<file path="config.mk">
export PLATFORM = sky130hd
export DESIGN_NAME = gray_sync_decoder
export DESIGN_NICKNAME = d
export VERILOG_FILES = /design/src/rtl/gray_pkg.sv /design/src/rtl/gray_to_binary.sv /design/src/rtl/gray_sync_decoder.sv
export SDC_FILE = /design/constraint.sdc
export NUM_CORES = 1
export LEC_CHECK = 0
export BUFFER_PORTS_ARGS = -buffer_cell sky130_fd_sc_hd__buf_2
export CAP_MARGIN = 20
export CORE_AREA = 8 8 45 47
export CTS_BUF_LIST = sky130_fd_sc_hd__clkbuf_4
export CTS_CLUSTER_SIZE = 24
export DETAILED_ROUTE_END_ITERATION = 6
export DIE_AREA = 0 0 53 55
export GPL_ROUTABILITY_DRIVEN = 0
export PLACE_DENSITY = 0.8
export SLEW_MARGIN = 0
export SYNTH_ARGS = -nofsm -noshare
export SYNTH_HDL_FRONTEND = slang
export SYNTH_SLANG_ARGS = --single-unit
</file>
<file path="constraint.sdc">
create_clock -name clk -period 3.55 [get_ports clk]
set_input_delay 0.355 -clock clk [delete_from_list [all_inputs] [get_ports clk]]
set_output_delay 0.355 -clock clk [all_outputs]
set_load 0.02 [all_outputs]
</file>
<file path="src/rtl/gray_pkg.sv">
// Shared Gray-code helpers for the cross-domain pointer receiver and its benches.
// Functions work on a wide vector; zero-extension leaves every result unchanged.
package gray_pkg;

    localparam int DEFAULT_WIDTH = 3;
    localparam int MAX_WIDTH     = 32;

    typedef logic [MAX_WIDTH-1:0] gvec_t;

    function automatic gvec_t gray2bin(input gvec_t g);
        gvec_t b;
        b[MAX_WIDTH-1] = g[MAX_WIDTH-1];
        for (int i = MAX_WIDTH - 2; i >= 0; i--) begin
            b[i] = b[i+1] ^ g[i];
        end
        return b;
    endfunction

    function automatic gvec_t bin2gray(input gvec_t b);
        return b ^ (b >> 1);
    endfunction

    // True when exactly one bit is set.
    function automatic logic onehot_diff(input gvec_t d);
        return (d != '0) && ((d & (d - gvec_t'(1))) == '0);
    endfunction

endpackage

</file>
<file path="src/rtl/gray_to_binary.sv">
// Combinational Gray-to-binary inverse of the upstream binary-to-Gray stage.
module gray_to_binary
    import gray_pkg::*;
#(
    parameter int WIDTH = DEFAULT_WIDTH
) (
    input  logic [WIDTH-1:0] g,
    output logic [WIDTH-1:0] b
);

    always_comb begin
        // NOTE: default assignment first so no path leaves b unassigned (no latch).
        b = '0;
        b[WIDTH-1] = g[WIDTH-1];
        for (int i = WIDTH - 2; i >= 0; i--) begin
            b[i] = b[i+1] ^ g[i];
        end
    end

endmodule

</file>
<file path="src/rtl/gray_sync_decoder.sv">
// Synchronises a foreign-domain Gray count into clk, decodes it to binary and
// reports legal single steps (with direction) or illegal multi-bit jumps.
module gray_sync_decoder
    import gray_pkg::*;
#(
    parameter int WIDTH       = DEFAULT_WIDTH,
    parameter int SYNC_STAGES = 2
) (
    input  logic             clk,
    input  logic             rst_n,
    input  logic [WIDTH-1:0] g_in,
    input  logic             err_clr,
    output logic [WIDTH-1:0] g_sync,
    output logic [WIDTH-1:0] b_out,
    output logic             upd,
    output logic             dir,
    output logic             illegal,
    output logic             err_sticky
);

    logic [WIDTH-1:0] sync_q [SYNC_STAGES];
    logic [WIDTH-1:0] g_prev;
    logic [WIDTH-1:0] diff;
    logic [WIDTH-1:0] b_new;
    logic             step;
    logic             jump;

    // Plain flop chain: no logic between stages so metastability can settle.
    always_ff @(posedge clk or negedge rst_n) begin
        if (!rst_n) begin
            // NOTE: the chain is a handful of flops, not RAM, so it is reset explicitly.
            for (int i = 0; i < SYNC_STAGES; i++) begin
                sync_q[i] <= '0;
            end
        end else begin
            // NOTE: non-blocking so each stage captures its predecessor's old value.
            sync_q[0] <= g_in;
            for (int i = 1; i < SYNC_STAGES; i++) begin
                sync_q[i] <= sync_q[i-1];
            end
        end
    end

    assign g_sync = sync_q[SYNC_STAGES-1];
    assign diff   = g_sync ^ g_prev;
    assign step   = onehot_diff(gvec_t'(diff));
    assign jump   = (diff != '0) && !step;

    gray_to_binary #(.WIDTH(WIDTH)) u_g2b (
        .g (g_sync),
        .b (b_new)
    );

    always_ff @(posedge clk or negedge rst_n) begin
        if (!rst_n) begin
            g_prev     <= '0;
            b_out      <= '0;
            upd        <= 1'b0;
            dir        <= 1'b0;
            illegal    <= 1'b0;
            err_sticky <= 1'b0;
        end else begin
            upd     <= step;
            illegal <= jump;
            // An illegal jump still resyncs to the observed value.
            if (step || jump) begin
                g_prev <= g_sync;
                b_out  <= b_new;
            end
            if (step) begin
                dir <= (b_new == b_out + WIDTH'(1));
            end
            if (jump) begin
                err_sticky <= 1'b1;
            end else if (err_clr) begin
                err_sticky <= 1'b0;
            end
        end
    end

endmodule
</file>
==> out/metrics.cfg, run 1 <==
[run]
cap_viol_max_count = 0

[yosys]
netlist_area_um2 = 681
ys_seq_area_frac = 0.551
ys_seq_elements = 15
netlist_top_cells_area = dfrtp_1 55%, xnor2_1 5.1%, xnor2_2 4.8%, buf_4 4.4%, xor2_1 3.9%
syn_avg_cell_area_um2 = 12.6
ys.flop_type = dfrtp_1
synth_enable_flop_cells = 0
yosys.cell_types.count = 24
postSynthCellCount = 54
ys.warnings.count = 0
syn_nets = 61
synth_area_leader_cell = dfrtp_1
async_flop_share = 1.00
synth.top_cell.area_share = 0.551

[clock_network]
cts_sinks = 15
clock_latency_ns = 0.27
cts_setup_buffers = 0
clk_pin_slew_ns = 0.09
htreeDepth = 1
cts_tree = built
cts_resized = 0
cts_buffers = 3
cts_hold_buf = 1
root_buffer = clkbuf_4
clock_path_buffers = 2

[power]
leakage_nw = 0.360
vdd_ir_drop_max_v = 0.000250
total_power_w = 0.000420
power.density_nw_per_um2 = 553

[sta]
post-route-min-period_ns = 1.54
fin_setup_tns_ns = 0
max_freq_mhz = 651
setup_viol = 0
max_slew_margin = 0.772
slew_violations = 0
rsz0062_at_grt = false
skew_ns = 0.00684
hold_viol = 0
worst_pin_slew_ns = 0.342
fin_crit_sh = 0.433

[cells_and_area]
nets = 74
areaGrowthSynthToFinish_pct = 11.6
fillers = 121
final_core_util = 0.549
diodes = 0
drive_gt1_frac = 0.394
final_cell_mix = 15 x dfrtp_1, 15 x buf_2, 4 x xnor2_1, 4 x clkbuf_4

[die]
die_h_um = 55
dieArea_um2 = 2920
fp.coreArea_um2 = 1380
initial_utilization = 0.492
fp-row-count = 14
die_x_um = 53
ios = 16

[worst_hold_path]
min_to = sync_q[5]$_DFF_PN0_
hold_path.startpoint = g_in[2]
min_path_cells = 1
worstHoldPathType = in2reg

[routing]
vias = 406
ant_nets = 0
remaining_drc_errors = 0
drt_iter0_drc = 1
wl_per_cell_um = 12.5
first_pass_iters = 4
viasPerCell = 4.95
totalWireLength_um = 1020

[worst_setup_path]
critPathLaunchType = flop
regToRegSetupSlack_ns = 2.01
crit_family = flip-flops
crit_fanout = 6
path_class = reg2reg
arrival_ns = 1.71
crit_required_ns = 3.72
worstReg2RegEnd = dir$_DFFE_PN0P_
crit_path_end_kind = flop
crit_chain = xnor2_2 -> xnor2_1 -> a21oi_2 -> mux2_4
worst_path_max_delay_cell = dfrtp_1
cpPeakStageDelay_ns = 0.49
reg2regPathDepth = 4
cp_num_buf_inv = 0
regToRegStartpoint = g_sync[2]$_DFF_PN0_

[global_route]
grtUsageTotal = 0.0811
grt_max_degree = 16
first_global_vias = 441
antenna_found_initial = 0
grt_overflow = 0
grt_pass1_wl_um = 1730

[status]
status = finished, final reports clean

[place]
portBuffers = 15

layout make-up:
cell class,instances,area [um2],area share
inverters,2,7.51,0.00988
multi-input cells,29,241,0.318
flip-flops and latches,15,375,0.494
clock buffers,4,30.0,0.0395
well taps,16,20.0,0.0264
repair buffers,16,85.1,0.112
per-layer routing:
metal / routed length, um / vias up / global-route usage
li1: - / 195 / -
met3: 90 / 2 / 0.0321
met2: 505 / 11 / 0.145
met4: 8 / 0 / 0.0517
met1: 417 / 198 / 0.0764
met5: 0 / - / 0
cell families after synthesis:
family | Yosys count | share of synthesized area
buffers and inverters | 10 | 0.0937
adder cells (fa/ha/maj) | 1 | 0.0184
AO/OA/AOI/OAI | 9 | 0.0827
XOR/XNOR | 10 | 0.162
AND/OR/NAND/NOR | 7 | 0.0533
flip-flops | 15 | 0.551
multiplexers | 2 | 0.0386
where the power goes:
group	total, W	leakage [nW]	internal, W	switching, W
Combinational	0.000113	0.166	0.0000512	0.0000615
Clock	0.000101	0.0184	0.0000511	0.0000501
Sequential	0.000206	0.175	0.000191	0.0000152
Total	0.000420	0.360	0.000293	0.000127
flip-flops by register name, summed over array words and instances (netlist names):
name,count
illegal,1
g_prev,2
g_sync,3
b_out,3
sync_q,3
upd,1
err_sticky,1
dir,1
metrics by stage:
step	worst slack (ns)	hold slack, ns	cell area [um2]	std cells
after floorplan	2.04	0.0594	681	54
after global placement	2.04	0.271	719	77
after detailed placement	2.01	0.276	719	77
after CTS	2.00	0.167	759	82
after global routing	1.92	0.160	759	82
final	2.01	0.179	759	82
worst max path at each step:
stage                                    start         endpoint  slack, ns  cells after the start
after floorplan           b_out[0]$_DFFE_PN0P_  dir$_DFFE_PN0P_       2.04                      5
after global placement     g_sync[2]$_DFF_PN0_  dir$_DFFE_PN0P_       2.04                      4
after detailed placement   g_sync[2]$_DFF_PN0_  dir$_DFFE_PN0P_       2.01                      4
after CTS                  g_sync[2]$_DFF_PN0_  dir$_DFFE_PN0P_       2.00                      4
after global routing       g_sync[2]$_DFF_PN0_  dir$_DFFE_PN0P_       1.92                      4
final                      g_sync[2]$_DFF_PN0_  dir$_DFFE_PN0P_       2.01                      4
synthesized netlist by cell type, drive strengths merged (2+ instances only):
master       number
xnor2             6
a21oi             4
dfrtp            15
dlygate4sd1       2
xor2              4
mux2              2
inv               2
o21ai             2
buf               5
nor2              3
Note: power is estimated with default switching activity, not from simulation.
==> run 2: changes to the inputs <==
CORE_AREA = not set   (was 8 8 45 47)
CORE_MARGIN = 8   (was not set)
CORE_UTILIZATION = 48   (was not set)
DIE_AREA = not set   (was 0 0 53 55)
PLACE_DENSITY = 0.79   (was 0.8)
clock period = 1.3 ns   (was 3.55 ns; I/O delays follow)
==> run 2 against run 1 <==
- global-route usage grew 2.9 points
- the flow now finishes with violations (negative setup slack)
- clock-buffer cell count down 1
- core utilization grew 21 points
- highest routed layer unchanged
- largest cell class unchanged
- design area is 31% higher
- sequential share of layout area decreased by 11 points
- clock skew is 0.0035 ns higher
- register-to-register slack got worse by 2.1 ns
- critical endpoint unchanged
- critical path depth is the same
==> out/metrics.cfg, run 2 (same netlist as run 1, synthesis figures left out) <==
[status]
status = finished with violations
violations = negative setup slack

[power]
switching_power_w = 0.000415
seqPwrFrac = 0.441
p_int_w = 0.000881
p_sw_frac = 0.320
p_comb_frac = 0.351
vdd_ir_drop_max_v = 0.000891
clkPwrFrac = 0.208
power.density_nw_per_um2 = 1300
leakage_nw = 0.472

[place]
dp_slack_ns = -0.125
place_area_um2 = 882
portBuffers = 15
post-dp-hpwl_um = 1040

[clock_network]
clock_path_buffers = 2
cts_sinks = 15
clk_pin_slew_ns = 0.10
root_buffer = clkbuf_4
cts_buffers = 3
clock_latency_ns = 0.29
htreeDepth = 1
cts_tree = built

[cells_and_area]
diodes = 0
final_cell_mix = 15 x buf_2, 15 x buf_4, 10 x dfrtp_1
multi_input_area_um2 = 314
seqCellArea_um2 = 382
nets = 94
fillers = 87
fin_area_um2 = 998
areaGrowthSynthToFinish_pct = 46.7
drive_gt1_frac = 0.628

[sta]
whs_ns = 0.273
setup_viol = 3
fin_ws_ns = -0.0806
hold_viol = 0
worst_pin_slew_ns = 0.323
skew_ns = 0.0104
post-route-min-period_ns = 1.38
rsz0062_at_grt = true
slew_violations = 0
max_freq_mhz = 724
max_slew_margin = 0.785
fin_crit_sh = 1.06

[worst_setup_path]
path_class = reg2reg
crit_required_ns = 1.48
arrival_ns = 1.56
crit_fanout = 4
critPathLaunchType = flop
crit_path_end_kind = flop
reg2regPathDepth = 4

[routing]
ant_nets = 0
first_pass_iters = 2
viasPerCell = 4.82
dr.max_layer_used = met4
wl_per_cell_um = 13.0
drt-met1-wl_um = 552
drt_iter0_drc = 3
dr_wl_met2_um = 652
met3_wirelength_um = 88
remaining_drc_errors = 0
totalWireLength_um = 1310
vias = 487

[die]
fp.coreArea_um2 = 1320
fp-row-count = 13
die_h_um = 53.7
initial_utilization = 0.517
ios = 16
die_x_um = 53.7
dieArea_um2 = 2880

[run]
cap_viol_max_count = 0

[global_route]
antenna_found_initial = 0
grt_max_degree = 16
grtUsageTotal = 0.110
grt_overflow = 0
grt_pass1_wl_um = 2300
first_global_vias = 518

[worst_hold_path]
worstHoldPathType = in2async

[run 2: cell types whose count changed in the layout (fill, tap and decap cells not counted), moves of 2 or more]
cell and change:
dfrtp_2 +5, buf_4 +15, xnor2_1 -3, xnor2_4 +2
dfrtp_1 -5, dlygate4sd3_1 +4
[run 2: power groups by stage]
stage / Clock (W) / Combinational, W / Sequential, W
finish: 0.000269 / 0.000455 / 0.000571
CTS: 0.000275 / 0.000446 / 0.000574
global placement: 0 / 0.000413 / 0.000578
global route: 0.000303 / 0.000493 / 0.000579
floorplan: 0 / 0.000222 / 0.000632
detailed placement: 0 / 0.000422 / 0.000581
[run 2: what timing repair did]
item                                    in CTS  in global routing
endpoints found under the hold margin       18                  1
hold buffers                                 4                  1
endpoints found under the setup margin       4                  4
gates cloned                                 0                  0
buffers inserted                             2                  0
resized for setup                            2                  5
pin swaps                                    6                  3
[run 2: final cells by class]
class	count	area share
Clock buffer	3	0.0226
Multi-Input combinational cell	29	0.315
Clock inverter	1	0.00501
Inverter	2	0.00752
Tap cell	15	0.0188
Sequential cell	15	0.382
Timing Repair Buffer	36	0.249
[run 2: routing by layer]
layer  track usage  up-vias
li1              -      236
met1         0.123      233
met2         0.186       15
met3        0.0441        3
met4        0.0378        0
met5             0        -
[run 2: worst max-delay path, stage by stage, from the launching register on]
cell and delay, ns:
dfrtp_2 0.47, xnor2_4 0.23, xnor2_2 0.10, a21oi_2 0.17
mux2_4 0.31
[run 2: worst paths after layout]
check | slack (ns) | startpoint | end
max in group asynchronous | 0.76 | rst_n | b_out[2]$_DFFE_PN0P_
setup reg to reg | -0.08 | g_sync[2]$_DFF_PN0_ | dir$_DFFE_PN0P_
setup / recovery | -0.08 | g_sync[2]$_DFF_PN0_ | dir$_DFFE_PN0P_
hold reg to reg | 0.36 | sync_q[5]$_DFF_PN0_ | g_sync[2]$_DFF_PN0_
min in group clk | 0.36 | sync_q[5]$_DFF_PN0_ | g_sync[2]$_DFF_PN0_
hold / removal | 0.27 | rst_n | illegal$_DFF_PN0_
[run 2: through the flow]
stage	power [W]	setup TNS [ns]	instances	utilization
finish	0.00130	-0.141	101	0.758
global route	0.00138	-0.342	101	0.758
detailed placement	0.00100	-0.244	90	0.670
global placement	0.000991	-0.125	90	0.670
floorplan	0.000854	-0.0975	54	-
CTS	0.00130	-0.146	100	0.738
